[src/rtl/time_adjust_ctrl.sv]
`default_nettype none
// +----------------------------------------------------------------------+
// | Module   : time_adjust_ctrl                                          |
// | Purpose  : Conditions the raw hour/minute push-buttons (synchronise, |
// |            debounce on a divided tick) and emits single-cycle        |
// |            increment pulses with auto-repeat. Holding both buttons   |
// |            locks out all adjustment until they are released.         |
// | Revision : 1.0 - initial release                                     |
// +----------------------------------------------------------------------+
module time_adjust_ctrl #(
  parameter int TICK_DIV           = 100000,
  parameter int DEBOUNCE_TICKS     = 20,
  parameter int REPEAT_DELAY_TICKS = 500,
  parameter int REPEAT_RATE_TICKS  = 200
) (
  input  logic clk_100M,
  input  logic rst_n,
  input  logic h,
  input  logic min,
  output logic hour_inc,
  output logic min_inc,
  output logic h_held,
  output logic min_held,
  output logic adj_active
);

  localparam int TICK_W  = (TICK_DIV > 1) ? $clog2(TICK_DIV) : 1;
  localparam int DB_W    = $clog2(DEBOUNCE_TICKS + 1);
  localparam int RPT_MAX = (REPEAT_DELAY_TICKS > REPEAT_RATE_TICKS) ?
                           REPEAT_DELAY_TICKS : REPEAT_RATE_TICKS;
  localparam int RPT_W   = $clog2(RPT_MAX + 1);

  typedef enum logic [1:0] {
    S_IDLE   = 2'd0,
    S_DELAY  = 2'd1,
    S_REPEAT = 2'd2
  } adj_state_t;

  // Index 0 is the hour button, index 1 the minute button.
  logic [1:0]        raw;
  logic [1:0]        held_v;
  logic [1:0]        pulse_v;
  logic [1:0]        active_v;
  logic [TICK_W-1:0] tick_cnt;
  logic              tick;
  logic              lock;

  assign raw  = {min, h};
  assign tick = (tick_cnt == TICK_W'(TICK_DIV - 1));
  // Both debounced buttons down at once suppresses all adjustment.
  assign lock = held_v[0] & held_v[1];

  // Free-running divider producing a one-cycle tick every TICK_DIV clocks.
  always_ff @(posedge clk_100M or negedge rst_n) begin
    if (!rst_n) begin
      tick_cnt <= '0;
    end else if (tick) begin
      tick_cnt <= '0;
    end else begin
      tick_cnt <= tick_cnt + TICK_W'(1);
    end
  end

  generate
    for (genvar gi = 0; gi < 2; gi++) begin : g_btn
      logic             sync1;
      logic             sync2;
      logic [DB_W-1:0]  db_cnt;
      logic             held;
      logic             held_d;
      logic             wait_rel;
      logic             pulse;
      logic             fall_now;
      logic             leave;
      adj_state_t       state;
      logic [RPT_W-1:0] cnt;

      // The debounced level drops on this very edge: lets a release that
      // lands on a repeat tick win over the pulse that tick would cause.
      assign fall_now = tick & held & ~sync2 &
                        (db_cnt >= DB_W'(DEBOUNCE_TICKS - 1));
      assign leave    = ~held | fall_now;

      // Two-flop synchroniser for the asynchronous button input.
      always_ff @(posedge clk_100M or negedge rst_n) begin
        if (!rst_n) begin
          sync1 <= 1'b0;
          sync2 <= 1'b0;
        end else begin
          sync1 <= raw[gi];
          sync2 <= sync1;
        end
      end

      // Debounce: flip the held level after DEBOUNCE_TICKS consecutive
      // ticks of disagreement; any agreeing tick restarts the count.
      always_ff @(posedge clk_100M or negedge rst_n) begin
        if (!rst_n) begin
          db_cnt <= '0;
          held   <= 1'b0;
        end else if (tick) begin
          if (sync2 != held) begin
            if (db_cnt >= DB_W'(DEBOUNCE_TICKS - 1)) begin
              held   <= ~held;
              db_cnt <= '0;
            end else begin
              db_cnt <= db_cnt + DB_W'(1);
            end
          end else begin
            db_cnt <= '0;
          end
        end
      end

      // Press / delay / auto-repeat sequencer with lock-out handling.
      always_ff @(posedge clk_100M or negedge rst_n) begin
        if (!rst_n) begin
          state    <= S_IDLE;
          cnt      <= '0;
          pulse    <= 1'b0;
          held_d   <= 1'b0;
          wait_rel <= 1'b0;
        end else begin
          pulse  <= 1'b0;
          held_d <= held;
          // A button caught in a lock must be released before it counts.
          if (lock) begin
            wait_rel <= 1'b1;
          end else if (!held) begin
            wait_rel <= 1'b0;
          end

          if (lock) begin
            state <= S_IDLE;
            cnt   <= '0;
          end else begin
            case (state)
              S_IDLE: begin
                if (held && !held_d && !wait_rel) begin
                  pulse <= 1'b1;
                  cnt   <= '0;
                  state <= S_DELAY;
                end
              end
              S_DELAY: begin
                if (leave) begin
                  state <= S_IDLE;
                  cnt   <= '0;
                end else if (tick) begin
                  if (cnt >= RPT_W'(REPEAT_DELAY_TICKS - 1)) begin
                    pulse <= 1'b1;
                    cnt   <= '0;
                    state <= S_REPEAT;
                  end else begin
                    cnt <= cnt + RPT_W'(1);
                  end
                end
              end
              S_REPEAT: begin
                if (leave) begin
                  state <= S_IDLE;
                  cnt   <= '0;
                end else if (tick) begin
                  if (cnt >= RPT_W'(REPEAT_RATE_TICKS - 1)) begin
                    pulse <= 1'b1;
                    cnt   <= '0;
                  end else begin
                    cnt <= cnt + RPT_W'(1);
                  end
                end
              end
              default: begin
                state <= S_IDLE;
                cnt   <= '0;
              end
            endcase
          end
        end
      end

      assign held_v[gi]   = held;
      assign pulse_v[gi]  = pulse;
      assign active_v[gi] = (state != S_IDLE);
    end
  endgenerate

  // Registered "some adjustment sequence is in progress" flag.
  always_ff @(posedge clk_100M or negedge rst_n) begin
    if (!rst_n) begin
      adj_active <= 1'b0;
    end else begin
      adj_active <= active_v[0] | active_v[1];
    end
  end

  assign hour_inc = pulse_v[0];
  assign min_inc  = pulse_v[1];
  assign h_held   = held_v[0];
  assign min_held = held_v[1];

endmodule
`default_nettype wire
[config.mk]
export PLATFORM = sky130hd
export DESIGN_NAME = time_adjust_ctrl
export DESIGN_NICKNAME = d
export VERILOG_FILES = /design/src/rtl/time_adjust_ctrl.sv
export SDC_FILE = /design/constraint.sdc
export NUM_CORES = 1
export LEC_CHECK = 0
export BUFFER_PORTS_ARGS = -buffer_cell sky130_fd_sc_hd__buf_2
export CAP_MARGIN = 20
export CORE_ASPECT_RATIO = 0.75
export CORE_MARGIN = 5
export CORE_UTILIZATION = 65
export DETAILED_ROUTE_END_ITERATION = 8
export PLACE_DENSITY = 0.83
export SKIP_CTS_REPAIR_TIMING = 1
export SYNTH_ARGS = -nofsm -noshare
export SYNTH_HDL_FRONTEND = slang
export SYNTH_SLANG_ARGS = --single-unit
export TNS_END_PERCENT = 20
[constraint.sdc]
create_clock -name clk_100M -period 5.2 [get_ports clk_100M]
set_input_delay 1.04 -clock clk_100M [delete_from_list [all_inputs] [get_ports clk_100M]]
set_output_delay 1.04 -clock clk_100M [all_outputs]
set_load 0.005 [all_outputs]
**After elaboration in Yosys (flattened, before gate mapping)**

Cells that the tools add are included.

- Add/subtract/negate cells: 5
- Magnitude comparators: 6
- Equal/unequal tests: 19
- Mux-type cells: 59
- Bitwise operators: 14
- Reductions and logical operators: 18

Operators by type and width:

| operator | count |
|---|---|
| $mux 9 | 16 |
| $pmux 9 s3 | 2 |
| $mux 2 | 12 |
| $ne 4x4->1 const B | 6 |
| $mux 1 | 20 |
| $mux 5 | 4 |
| $add 9x1->9 const B | 2 |
| $ge 9x8->1 const B | 2 |
| $ge 9x9->1 const B | 2 |
| $add 17x1->17 const B | 1 |
| $eq 17x17->1 const B | 1 |
| $mux 17 | 1 |
| $ne 3x3->1 const B | 4 |
| $pmux 2 s3 | 2 |
| $reduce_and 3->1 | 4 |
| $add 5x1->5 const B | 2 |
| $ge 5x5->1 const B | 2 |
| $reduce_and 4->1 | 2 |
| $and 1x1->1 | 7 |
| $pmux 1 s3 | 2 |
| $eq 2x1->1 const B | 2 |
| $eq 2x2->1 const B | 2 |
| $logic_and 1x1->1 | 4 |
| $logic_not 1->1 | 4 |
| 6 further kinds | 15 |

- Bits in registers: 62
- Bits of input ports: 4
- Word-level logic and storage cells: 141

**Depth between registers and ports, before layout**

Gate-level depths: netlist of run 1.

- Depth in word-level cells: 8
- Depth in mapped cells: 8
- Mapped depth without buffers: 7

**Least setup slack after synthesis of run 1**

No wires, ideal clock.

- Kind: reg2reg
- Start: reg tick_cnt[12]
- End: reg g_btn[1].cnt[7]
- Library setup time: 0.087 ns
- Data arrival time: 2.160 ns
- Data required time: 5.113 ns
- Slack: 2.953 ns
- Cell stages (with the launch flop): 7
- Buffers on the path: 1
- Clock period less this slack: 2.247 ns
- Cells stage by stage: dfrtp_1 > or4b_4 > nor4_2 > buf_4 > o21ai_2 > or4_1 > a22oi_1

- Word-level cells in the longest chain between the ends: 8

RTL lines:

| item | line | text |
|---|---|---|
| from (decl) | 44 | `logic [TICK_W-1:0] tick_cnt;` |
| from (signal assigned) | 60 | `tick_cnt <= tick_cnt + TICK_W'(1);` |
| $eq 17x17->1 (*) | 49 | `assign tick = (tick_cnt == TICK_W'(TICK_DIV - 1));` |
| $and 1x1->1 (3 in series) | 80 | `assign fall_now = tick & held & ~sync2 &` |
| $or 1x1->1 | 82 | `assign leave = ~held \| fall_now;` |
| $mux 9, on equally long branches | 160, 146 |  |
| $pmux 9 s3 | 137 | `case (state)` |
| $mux 9 | 133 | `if (lock) begin` |
| to (signal assigned) | 155 | `cnt <= cnt + RPT_W'(1);` |
| to (signal assigned) | 168 | `cnt <= cnt + RPT_W'(1);` |
| to (decl) | 76 | `logic [RPT_W-1:0] cnt;` |

Mark *: on every way between the ends. The rest lies on a longest branch, timed or not.
A chain may end at the register's enable or synchronous reset.

**Worst setup path after layout of run 1**

- Start: reg tick_cnt[12]
- End: reg g_btn[0].state[0]

- Word-level cells in the longest chain between the ends: 8

RTL lines:

| item | line | text |
|---|---|---|
| $eq 17x17->1 (*) | 49 |  |
| $and 1x1->1 (3 in series) | 80 |  |
| $or 1x1->1 | 82 |  |
| $mux 2 | 146 | `if (leave) begin` |
| $pmux 2 s3 | 137 |  |
| $mux 2 | 133 |  |
| to (signal assigned) | 134 | `state <= S_IDLE;` |
| to (signal assigned) | 142 | `state <= S_DELAY;` |
| to (signal assigned) | 147 | `state <= S_IDLE;` |
| to (decl) | 75 | `adj_state_t state;` |

Marks and branches as above.

==> run_results.csv, run 1 <==
group,metric,value,unit
logic_synthesis,post_synth_main_area_contributors,"sky130_fd_sc_hd__dfrtp_1, sky130_fd_sc_hd__nand2_1, sky130_fd_sc_hd__ha_1",
logic_synthesis,synth_adder_area_share,0.0475,
global_route,antenna_violations_before_repair,0,
logic_synthesis,synth_cell_type_count,64,
logic_synthesis,synth-seq-area-share,0.453,
clocking,clk-insertion-delay-late,0.33,ns
sta,maxSlewViolCount,0,
power_and_ir_drop,switching_share,0.225,
sta,fin_skew,0.00763,ns
logic_synthesis,synth_xor_xnor_area_share,0.0358,
critical_path,critPathKind,"register to register",
cells_and_area,syn_to_final_growth,8.14,%
logic_synthesis,synth_top_cell_by_area,"sky130_fd_sc_hd__dfrtp_1",
sta,setup_total_neg_slack,0,ns
cells_and_area,layout-drive-gt1-share,0.0976,
critical_path,worstPathCellList,"or4b_4 > nor4_4 > buf_4 > or3b_1 > and4_1 > a221o_1",
routing,route.detailed.drc,0,
critical_path,cp_max_fo,20,
power_and_ir_drop,netSwitchingPower,192,uW
clocking,clkTransAtPathRegs,0.07,ns
sta,timing.fmax,349,MHz
routing,detailroute.via_count,2868,
status,run_status,"complete, no violations",
power_and_ir_drop,internal-power,664,uW
die,die_w,93.8,um
logic_synthesis,synth_fp_nets,381,
clocking,cts_tree,"yes",
logic_synthesis,synth.mux.area_fraction,0.00584,
routing,drt-pass1-iter-count,5,
critical_path,critPathCaptureType,"register",
routing,route.antenna.remaining_nets,0,
critical_path,worst_path_max_delay_cell,"sky130_fd_sc_hd__or4b_4",
logic_synthesis,post_synth.cell_area_avg,9.41,um2
logic_synthesis,synthesis.yosys.warnings,0,
power_and_ir_drop,p_comb_frac,0.014,
cells_and_area,design.final.nets,393,
die,initial_utilization,0.684,
die,std_cell_rows,22,
job,drv.max_cap_violation_count,0,
die,io_pins,9,
logic_synthesis,synth-edff-count,0,
clocking,cts_root_buffer,"sky130_fd_sc_hd__clkbuf_8",
sta,timing.final.crit_period,2.86,ns
critical_path,worst_ep_arrival_time,3.08,ns
sta,final-setup-viol-count,0,
sta,tightestPinTransition,0.834,ns
logic_synthesis,asyncSetResetFlopFracSynth,1.00,
die,die-height,72.9,um
placed_design,dpl.hpwl,5140,um
placed_design,finalWeightedCongestion,0.861,
cells_and_area,insertedDiodeCount,0,
logic_synthesis,cell_area_after_technology_mapping,3430,um2
routing,route.final.wire_length,7340,um
logic_synthesis,largest_family_of_logic_cells_by_synthesized_area,"simple AND/OR/NAND/NOR gates",
power_and_ir_drop,p_leak,1.59,nW
die,die_area,6840,um2
power_and_ir_drop,peak_ir_drop_on_the_vdd_network,0.184,mV
sta,timing.final.hold_violations,0,
critical_path,worst_setup_path_start_kind,"register",
routing,viasPerCell,6.36,
power_and_ir_drop,pwr-share-seq,0.566,
routing,drt_iter0_drc,236,
worst_hold_path,hold-path-cell-count,0,
critical_path,cp_slowest_stage_delay,0.58,ns
logic_synthesis,synth_compound_gate_area_share,0.186,
clocking,clock_sink_count,62,
global_route,global_route.usage.total,0.231,
critical_path,critical_path_required,5.42,ns
clocking,numCtsBuffers,9,
logic_synthesis,yosys.area.top_type_share,0.453,
placed_design,port-buffer-count,8,
global_route,first_global_vias,2571,
sta,rsz0062_at_grt,"false",
sta,worst_slew_margin,0.430,
global_route,grt_first_pass_wirelength,12400,um
power_and_ir_drop,p_clk_frac,0.419,
die,floorplan_core_area,5010,um2
logic_synthesis,number_of_instances_in_the_synthesized_netlist,364,
logic_synthesis,ys_seq_elements,62,
power_and_ir_drop,fin_total_pwr,857,uW
logic_synthesis,synth_simple_gate_area_frac,0.241,
power_and_ir_drop,power_density_over_the_cells,231,nW/um2
global_route,global_route.overflow_total,0,
clocking,ctsLongestPathBuffers,2,
logic_synthesis,synthFlopType,"sky130_fd_sc_hd__dfrtp_1",
worst_hold_path,min_path_type,"register to register",
global_route,grt_start_max_net_pins,63,
critical_path,worst-r2r-cell-count,6,
routing,routed_wire_length_per_instance,16.3,um
clocking,htree_levels,3,
sta,timing.final.crit_share,0.551,
==> registers in the layout (all words and copies together), names as in the netlist <==
name,count
adj_active,1
g_btn.cnt,18
g_btn.db_cnt,10
g_btn.held_d,2
g_btn.state,4
g_btn.sync1,2
g_btn.sync2,2
g_btn.wait_rel,2
h_held,1
hour_inc,1
min_held,1
min_inc,1
tick_cnt,17
==> logic make-up after synthesis <==
group | Yosys count
DFF | 62
muxes | 2
xor gates and xnor gates | 14
buffers and inverters | 26
and+or+nand+nor | 154
adders and majority gates | 13
AOI/OAI and AO/OA | 93
==> layer usage <==
layer | global-route usage | part of all wire
met5 | 0 | 0
met4 | 0.0593 | 0.011
met3 | 0.0495 | 0.061
met2 | 0.343 | 0.44
met1 | 0.346 | 0.49
==> power by group through the flow <==
stage | combinational (mW) | clock (mW) | sequential, mW
final | 0.0124 | 0.359 | 0.485
after global routing | 0.0150 | 0.392 | 0.485
after CTS | 0.0133 | 0.367 | 0.485
after detailed placement | 0.0134 | 0 | 0.494
after global placement | 0.0130 | 0 | 0.494
after floorplan | 0.00174 | 0 | 0.494
==> cell usage after synthesis (2+ instances only) <==
cell type,number
sky130_fd_sc_hd__dfrtp_1,62
sky130_fd_sc_hd__nand2_1,46
sky130_fd_sc_hd__o21ai_0,27
sky130_fd_sc_hd__nor2_1,24
sky130_fd_sc_hd__nand3_1,18
sky130_fd_sc_hd__inv_1,16
sky130_fd_sc_hd__a21oi_1,13
sky130_fd_sc_hd__ha_1,13
sky130_fd_sc_hd__nand4_1,13
sky130_fd_sc_hd__and3_1,10
sky130_fd_sc_hd__o31ai_1,9
sky130_fd_sc_hd__xor2_1,8
sky130_fd_sc_hd__a2111oi_0,6
sky130_fd_sc_hd__a32oi_1,6
sky130_fd_sc_hd__nor3_1,6
sky130_fd_sc_hd__xnor2_1,6
sky130_fd_sc_hd__nand2b_1,5
sky130_fd_sc_hd__a31oi_1,4
sky130_fd_sc_hd__clkbuf_1,4
sky130_fd_sc_hd__nor2b_1,4
sky130_fd_sc_hd__and2_1,3
sky130_fd_sc_hd__and4_1,3
sky130_fd_sc_hd__buf_2,3
sky130_fd_sc_hd__or2_2,3
sky130_fd_sc_hd__a21bo_2,2
sky130_fd_sc_hd__a22oi_1,2
sky130_fd_sc_hd__buf_1,2
sky130_fd_sc_hd__mux2i_1,2
sky130_fd_sc_hd__nand4b_1,2
sky130_fd_sc_hd__nor3b_1,2
sky130_fd_sc_hd__nor4_1,2
sky130_fd_sc_hd__o22ai_1,2
sky130_fd_sc_hd__o41ai_1,2
sky130_fd_sc_hd__or3_1,2
sky130_fd_sc_hd__or4_1,2
sky130_fd_sc_hd__or4bb_1,2
==> worst paths after layout <==
check	start	end	slack, ns
worst max-delay path	tick_cnt[12]	g_btn[0].state[0]	2.34
worst min-delay path	g_btn[1].sync1	g_btn[1].sync2	0.35
worst max register to register	tick_cnt[12]	g_btn[0].state[0]	2.34
worst min register to register	g_btn[1].sync1	g_btn[1].sync2	0.35
max in group asynchronous	rst_n	g_btn[1].cnt[3]	3.85
min in group asynchronous	rst_n	g_btn[0].db_cnt[3]	0.86
==> worst max-delay path: cells and delay by family, from the launching register on <==
family | cells | cell delay, ns
compound gates | 1 | 0.30
simple gates | 4 | 1.73
flops | 1 | 0.43
buf+inv | 1 | 0.27
==> per-stage QoR <==
stage	area [um2]	util	setup WS (ns)	hold WS, ns	std cells
after detailed placement	3540	0.707	2.37	0.340	437
after CTS	3700	0.740	2.35	0.355	451
after floorplan	3430	-	2.95	0.331	364
after global routing	3700	0.740	2.24	0.372	451
final	3700	0.740	2.34	0.349	451
after global placement	3540	0.707	2.41	0.334	437
==> layout make-up <==
class / count / area (um2)
sequential: 62 / 1550
multi-input combinational: 276 / 1780
tap: 72 / 90.1
clock inverter: 4 / 25.0
timing repair buffer: 11 / 62.6
clock buffer: 10 / 138
fill: 371 / 1310
inverter: 16 / 60.1
==> cell usage in the layout (no fill, tap or decap), types with 3 or more instances in the layout <==
cell / Yosys / final
sky130_fd_sc_hd__o31ai_1: 9 / 9
sky130_fd_sc_hd__a2111oi_0: 6 / 6
sky130_fd_sc_hd__nand2_1: 46 / 46
sky130_fd_sc_hd__o21ai_0: 27 / 27
sky130_fd_sc_hd__dfrtp_1: 62 / 62
sky130_fd_sc_hd__nand2b_1: 5 / 5
sky130_fd_sc_hd__clkbuf_8: 0 / 10
sky130_fd_sc_hd__a32oi_1: 6 / 6
sky130_fd_sc_hd__or2_2: 3 / 3
sky130_fd_sc_hd__buf_4: 1 / 3
sky130_fd_sc_hd__xnor2_1: 6 / 6
sky130_fd_sc_hd__ha_1: 13 / 13
sky130_fd_sc_hd__and3_1: 10 / 10
sky130_fd_sc_hd__nand3_1: 18 / 18
sky130_fd_sc_hd__nor3_1: 6 / 6
sky130_fd_sc_hd__nor2_1: 24 / 24
sky130_fd_sc_hd__a21oi_1: 13 / 13
sky130_fd_sc_hd__xor2_1: 8 / 8
sky130_fd_sc_hd__buf_2: 3 / 8
sky130_fd_sc_hd__inv_1: 16 / 16
sky130_fd_sc_hd__and4_1: 3 / 3
sky130_fd_sc_hd__nand4_1: 13 / 13
sky130_fd_sc_hd__and2_1: 3 / 3
sky130_fd_sc_hd__nor2b_1: 4 / 4
sky130_fd_sc_hd__a31oi_1: 4 / 4
Power figures use the tool's default switching activity.
==> inputs of run 2 (changes only) <==
--- a/config.mk
+++ b/config.mk
@@ -9,9 +9,9 @@
 export CAP_MARGIN = 20
 export CORE_ASPECT_RATIO = 0.75
 export CORE_MARGIN = 5
-export CORE_UTILIZATION = 65
+export CORE_UTILIZATION = 56
 export DETAILED_ROUTE_END_ITERATION = 8
-export PLACE_DENSITY = 0.83
+export PLACE_DENSITY = 0.76
 export SKIP_CTS_REPAIR_TIMING = 1
 export SYNTH_ARGS = -nofsm -noshare
 export SYNTH_HDL_FRONTEND = slang
==> constraint.sdc (replaced) <==
create_clock -name clk_100M -period 2.6 [get_ports clk_100M]
set_input_delay 0.52 -clock clk_100M [delete_from_list [all_inputs] [get_ports clk_100M]]
set_output_delay 0.52 -clock clk_100M [all_outputs]
set_load 0.005 [all_outputs]
==> run 2 against run 1 <==
Hold slack worse by 0.18 ns. Non-clock buffer count up 11. Clock skew up 0.0020 ns. Count of clock-buffer cells in the layout down 1. Routed wire length up 2.3%. Highest routed layer unchanged.
==> run_results.csv, run 2 (same netlist as run 1, synthesis figures left out) <==
group,metric,value,unit
status,run_status,"complete, no violations",
sta,timing.final.crit_share,0.938,
critical_path,cp-startpoint,"tick_cnt[13]",
sta,maxSlewViolCount,0,
die,floorplan_core_area,5890,um2
global_route,grt_start_max_net_pins,25,
job,drv.max_cap_violation_count,0,
global_route,first_global_vias,2711,
global_route,grt_first_pass_wirelength,12800,um
cells_and_area,finish.instance_area,3880,um2
die,die_w,100,um
sta,fin_skew,0.00963,ns
cells_and_area,layout-drive-gt1-share,0.130,
critical_path,critical_path_required,2.85,ns
cells_and_area,largest_register_ffs,18,
routing,drt_iter0_drc,228,
die,initial_utilization,0.582,
sta,tightestPinTransition,0.824,ns
sta,timing.final.crit_period,2.44,ns
critical_path,worst-r2r-cell-count,6,
sta,worst_slew_margin,0.451,
global_route,global_route.overflow_total,0,
clocking,htree_levels,3,
placed_design,finalWeightedCongestion,0.861,
clocking,clock_sink_count,62,
clocking,cts_tree,"yes",
cells_and_area,syn_to_final_growth,13.4,%
routing,detailroute.via_count,2853,
power_and_ir_drop,fin_total_pwr,2.03,mW
routing,route.detailed.drc,0,
routing,drt-pass1-iter-count,5,
clocking,cts_root_buffer,"sky130_fd_sc_hd__clkbuf_8",
cells_and_area,design.final.nets,404,
routing,viasPerCell,6.07,
critical_path,cp_slowest_stage_delay,0.57,ns
routing,route.antenna.remaining_nets,0,
routing,routed_wire_length_per_instance,16.0,um
cells_and_area,final_common_cell,"sky130_fd_sc_hd__dfrtp_1",
sta,timing.final.hold_violations,0,
critical_path,rrSetupSlack,0.16,ns
critical_path,critPathKind,"register to register",
power_and_ir_drop,p_leak,1.68,nW
critical_path,worst_setup_path_start_kind,"register",
global_route,global_route.usage.total,0.203,
critical_path,worstPathCellList,"or4b_4 > nor4_4 > buf_4 > o21ai_2 > or4_1 > a22oi_1",
clocking,clk-insertion-delay-late,0.34,ns
placed_design,dpl.hpwl,5250,um
cells_and_area,largest_registers,"g_btn.cnt: 18 flops, tick_cnt: 17 flops, g_btn.db_cnt: 10 flops",
clocking,numCtsBuffers,9,
placed_design,port-buffer-count,8,
global_route,antenna_violations_before_repair,0,
clocking,clkTransAtPathRegs,0.08,ns
critical_path,rr_endpoint,"g_btn[1].cnt[7]",
critical_path,worst_ep_arrival_time,2.69,ns
die,io_pins,9,
routing,route.final.wire_length,7510,um
die,die-height,77.7,um
cells_and_area,finalCoreUtilization,0.660,
cells_and_area,layout.cells.most_common_list,"sky130_fd_sc_hd__dfrtp_1, sky130_fd_sc_hd__nand2_1, sky130_fd_sc_hd__o21ai_0",
power_and_ir_drop,peak_ir_drop_on_the_vdd_network,0.368,mV
worst_hold_path,min_path_type,"primary input to async pin",
sta,final-setup-viol-count,0,
critical_path,regToRegStartpoint,"tick_cnt[13]",
sta,timing.fmax,410,MHz
cells_and_area,insertedDiodeCount,0,
critical_path,cp_max_fo,19,
clocking,ctsLongestPathBuffers,2,
die,std_cell_rows,24,
die,die_area,7800,um2
cells_and_area,regMostFlops,"g_btn.cnt",
power_and_ir_drop,power_density_over_the_cells,523,nW/um2
sta,rsz0062_at_grt,"true",
critical_path,worst_path_max_delay_cell,"sky130_fd_sc_hd__or4b_4",
placed_design,place_area,3620,um2
critical_path,critPathCaptureType,"register",
==> run 2: how the worst max path moves through the flow <==
stage	slack, ns	endpoint	cells after the start
final	0.16	g_btn[1].cnt[7]	6
after global routing	-0.001	g_btn[1].cnt[7]	6
after detailed placement	0.11	g_btn[0].cnt[4]	5
after CTS	0.09	g_btn[0].cnt[4]	5
after floorplan	0.35	g_btn[1].cnt[7]	6
after global placement	0.19	g_btn[0].cnt[6]	5
==> run 2: routing by layer <==
metal	vias to the layer above	track usage	wire [um]
li1	1399	-	-
met1	1372	0.292	3660
met2	75	0.306	3400
met3	7	0.0511	379
met4	0	0.0592	75
met5	-	0	0
==> run 2: critical path, delay by kind of cell (launching register included) <==
kind	cells	cell delay [ns]
and+or+nand+nor	3	1.38
DFF	1	0.44
buffers and inverters	1	0.29
AOI/OAI and AO/OA	2	0.25
==> run 2: area by class of cell <==
class,instances,area [um2]
clock buffers,9,124
clock inverters,7,123
fillers,495,2000
inverters,16,60.1
multi-input cells,276,1780
flip-flops and latches,62,1550
well taps,78,97.6
repair buffers,22,145
==> run 2: per-stage QoR <==
stage / instances / hold slack (ns) / setup WS (ns) / setup TNS [ns]
detailed placement: 453 / 0.343 / 0.112 / 0
finish: 470 / 0.169 / 0.162 / 0
CTS: 469 / 0.171 / 0.0892 / 0
global placement: 453 / 0.336 / 0.195 / 0
global route: 470 / 0.186 / -0.00134 / -0.00134
floorplan: 364 / 0.224 / 0.353 / 0
==> run 2: power breakdown <==
group | total, mW | switching (mW) | internal (mW)
logic | 0.0268 | 0.0218 | 0.00504
clock network | 1.04 | 0.398 | 0.639
registers | 0.969 | 0.00188 | 0.967
total | 2.03 | 0.421 | 1.61
==> inputs of run 3 (changes only) <==
--- a/config.mk
+++ b/config.mk
@@ -5,13 +5,13 @@
 export SDC_FILE = /design/constraint.sdc
 export NUM_CORES = 1
 export LEC_CHECK = 0
+export ABC_AREA = 1
 export BUFFER_PORTS_ARGS = -buffer_cell sky130_fd_sc_hd__buf_2
 export CAP_MARGIN = 20
 export CORE_ASPECT_RATIO = 0.75
 export CORE_MARGIN = 5
-export CORE_UTILIZATION = 56
+export CORE_UTILIZATION = 40
 export DETAILED_ROUTE_END_ITERATION = 8
-export PLACE_DENSITY = 0.76
 export SKIP_CTS_REPAIR_TIMING = 1
 export SYNTH_ARGS = -nofsm -noshare
 export SYNTH_HDL_FRONTEND = slang
==> run 3 against run 2 <==
Global-route usage decreased by 5.2 points. Synthesized cell count increased by 32%. Routed wire length increased by 3.0%. Design area increased by 5.9%. Clock skew decreased by 0.0038 ns. Largest power group unchanged.
==> run_results.csv, run 3 <==
group,metric,value,unit
status,run_status,"complete, no violations",
sta,timing.final.hold_violations,0,
die,die-height,93.0,um
critical_path,cp_slowest_stage_delay,0.39,ns
die,io_pins,9,
cells_and_area,largest_registers,"g_btn.cnt: 18 flops, tick_cnt: 17 flops, g_btn.db_cnt: 10 flops",
sta,fin_skew,0.00580,ns
global_route,antenna_violations_before_repair,0,
routing,viasPerCell,4.95,
sta,timing.final.crit_period,2.17,ns
routing,route.detailed.drc,0,
sta,timing.fmax,460,MHz
critical_path,worst_ep_arrival_time,2.39,ns
cells_and_area,regMostFlops,"g_btn.cnt",
routing,routed_wire_length_per_instance,12.6,um
sta,worst_slew_margin,0.469,
sta,maxSlewViolCount,0,
cells_and_area,insertedDiodeCount,0,
cells_and_area,design.final.nets,515,
logic_synthesis,ys_seq_elements,62,
critical_path,worstPathCellList,"ha_1 > nand3_2 > clkinv_1 > nand3_2 > nor2_4 > nand3_2 > nand2_2 > inv_2 > nand3_1 > nand2_1 > nand3_1 > nand2_1",
logic_synthesis,synthesis.yosys.warnings,0,
sta,final-setup-viol-count,0,
sta,setup_total_neg_slack,0,ns
cells_and_area,layout.cells.most_common_list,"sky130_fd_sc_hd__nand2_1, sky130_fd_sc_hd__inv_1, sky130_fd_sc_hd__dfrtp_1",
logic_synthesis,synth_fp_nets,498,
logic_synthesis,synth_adder_area_share,0.0443,
logic_synthesis,synth_xor_xnor_area_share,0.0286,
logic_synthesis,post_synth_main_area_contributors,"sky130_fd_sc_hd__dfrtp_1, sky130_fd_sc_hd__nand2_1, sky130_fd_sc_hd__inv_1",
global_route,global_route.overflow_total,0,
placed_design,place.detailed.instances,599,
logic_synthesis,cell_area_after_technology_mapping,3670,um2
logic_synthesis,synth-edff-count,0,
global_route,first_global_vias,2866,
logic_synthesis,synth.mux.area_fraction,0,
logic_synthesis,synth_cell_type_count,36,
power_and_ir_drop,p_leak,2.02,nW
global_route,grt_first_pass_wirelength,13600,um
logic_synthesis,synth.most_common_cell,"sky130_fd_sc_hd__nand2_1",
job,drv.max_cap_violation_count,0,
clocking,cts_root_buffer,"sky130_fd_sc_hd__clkbuf_16",
clocking,clock_sink_count,62,
cells_and_area,final_common_cell,"sky130_fd_sc_hd__nand2_1",
placed_design,finalWeightedCongestion,0.852,
cells_and_area,largest_register_ffs,18,
logic_synthesis,asyncSetResetFlopFracSynth,1.00,
power_and_ir_drop,power_density_over_the_cells,508,nW/um2
global_route,global_route.usage.total,0.151,
global_route,grt_start_max_net_pins,63,
sta,tightestPinTransition,0.796,ns
critical_path,worst_setup_path_start_kind,"register",
die,die_area,11200,um2
logic_synthesis,synthFlopType,"sky130_fd_sc_hd__dfrtp_1",
cells_and_area,instances_no_fill,614,
clocking,htree_levels,3,
logic_synthesis,synth-seq-area-share,0.422,
critical_path,critPathKind,"register to register",
critical_path,most_prevalent_standard_cell_on_the_critical_path,"sky130_fd_sc_hd__nand3_2",
die,die_w,121,um
worst_hold_path,min_path_type,"primary input to register",
clocking,ctsLongestPathBuffers,2,
placed_design,port-buffer-count,8,
sta,timing.final.crit_share,0.836,
die,floorplan_core_area,9010,um2
logic_synthesis,synth_top_cell_by_area,"sky130_fd_sc_hd__dfrtp_1",
routing,route.antenna.remaining_nets,0,
logic_synthesis,post_synth.cell_area_avg,7.64,um2
logic_synthesis,synth_compound_gate_area_share,0.0886,
critical_path,worst_path_max_delay_cell,"sky130_fd_sc_hd__dfrtp_1",
routing,route.final.wire_length,7740,um
critical_path,critPathCaptureType,"register",
routing,drt-pass1-iter-count,5,
placed_design,dpl.hpwl,5570,um
sta,rsz0062_at_grt,"false",
clocking,cts_tree,"yes",
critical_path,critical_path_required,2.81,ns
routing,detailroute.via_count,3041,
clocking,numCtsBuffers,9,
critical_path,cp_max_fo,8,
routing,drt_iter0_drc,192,
die,std_cell_rows,30,
cells_and_area,layout-drive-gt1-share,0.106,
logic_synthesis,list_of_most_frequent_post_synthesis_cells,"sky130_fd_sc_hd__nand2_1, sky130_fd_sc_hd__dfrtp_1, sky130_fd_sc_hd__inv_1",
logic_synthesis,yosys.area.top_type_share,0.422,
die,initial_utilization,0.408,
logic_synthesis,largest_family_of_logic_cells_by_synthesized_area,"simple AND/OR/NAND/NOR gates",
clocking,clk-insertion-delay-late,0.33,ns
cells_and_area,syn_to_final_growth,12.0,%
logic_synthesis,synth_simple_gate_area_frac,0.334,
clocking,clkTransAtPathRegs,0.05,ns
power_and_ir_drop,peak_ir_drop_on_the_vdd_network,0.221,mV
logic_synthesis,number_of_instances_in_the_synthesized_netlist,481,
run 3: path summary, 6_finish.rpt:
check | startpoint | end | slack (ns) | cells after the start
setup / recovery | tick_cnt[0] | g_btn[0].cnt[5] | 0.43 | 12
hold / removal | min | g_btn[1].sync1 | 0.30 | 1
hold reg to reg | g_btn[1].sync1 | g_btn[1].sync2 | 0.35 | 0
setup reg to reg | tick_cnt[0] | g_btn[0].cnt[5] | 0.43 | 12
min in group asynchronous | rst_n | g_btn[1].cnt[3] | 0.37 | 2
max in group asynchronous | rst_n | tick_cnt[13] | 1.71 | 2
run 3: power by group:
group	internal, mW	total (mW)	switching (mW)
Sequential	0.969	0.971	0.00177
Clock	0.689	1.09	0.404
Combinational	0.00405	0.0265	0.0224
run 3: routing by layer:
metal / up-vias / global-route usage / share of wire
met5: - / 0 / 0
met4: 0 / 0.0368 / 0.0056
met3: 4 / 0.0538 / 0.035
met2: 45 / 0.220 / 0.42
met1: 1392 / 0.215 / 0.54
li1: 1600 / - / -
run 3: worst max-delay path: cells and delay by family (launching register included):
kind,cells,cell delay (ns)
fa+ha+maj,1,0.21
buf+inv,2,0.18
flops,1,0.39
simple gates,9,1.27
run 3: per-stage QoR:
step                area, um2  power, mW  hold slack, ns  utilization  setup WS [ns]
floorplan                3670      0.991           0.224            -          0.713
global placement         3840       1.02           0.333        0.426          0.440
detailed placement       3840       1.02           0.338        0.426          0.416
CTS                      4120       2.13           0.283        0.457          0.408
global route             4120       2.18           0.284        0.457          0.172
finish                   4120       2.09           0.300        0.457          0.425
run 3: cell families after synthesis:
logic type      after synthesis
simple gates                266
buf+inv                      74
flops                        62
compound gates               54
fa+ha+maj                    13
xor+xnor                     12
run 3: cell type report:
class	instances	area (um2)
clock inverter	3	20.0
multi-input combinational	345	1820
fill	889	4890
clock buffer	12	256
tap	112	140
timing repair buffer	12	70.1
inverter	68	255
sequential	62	1550
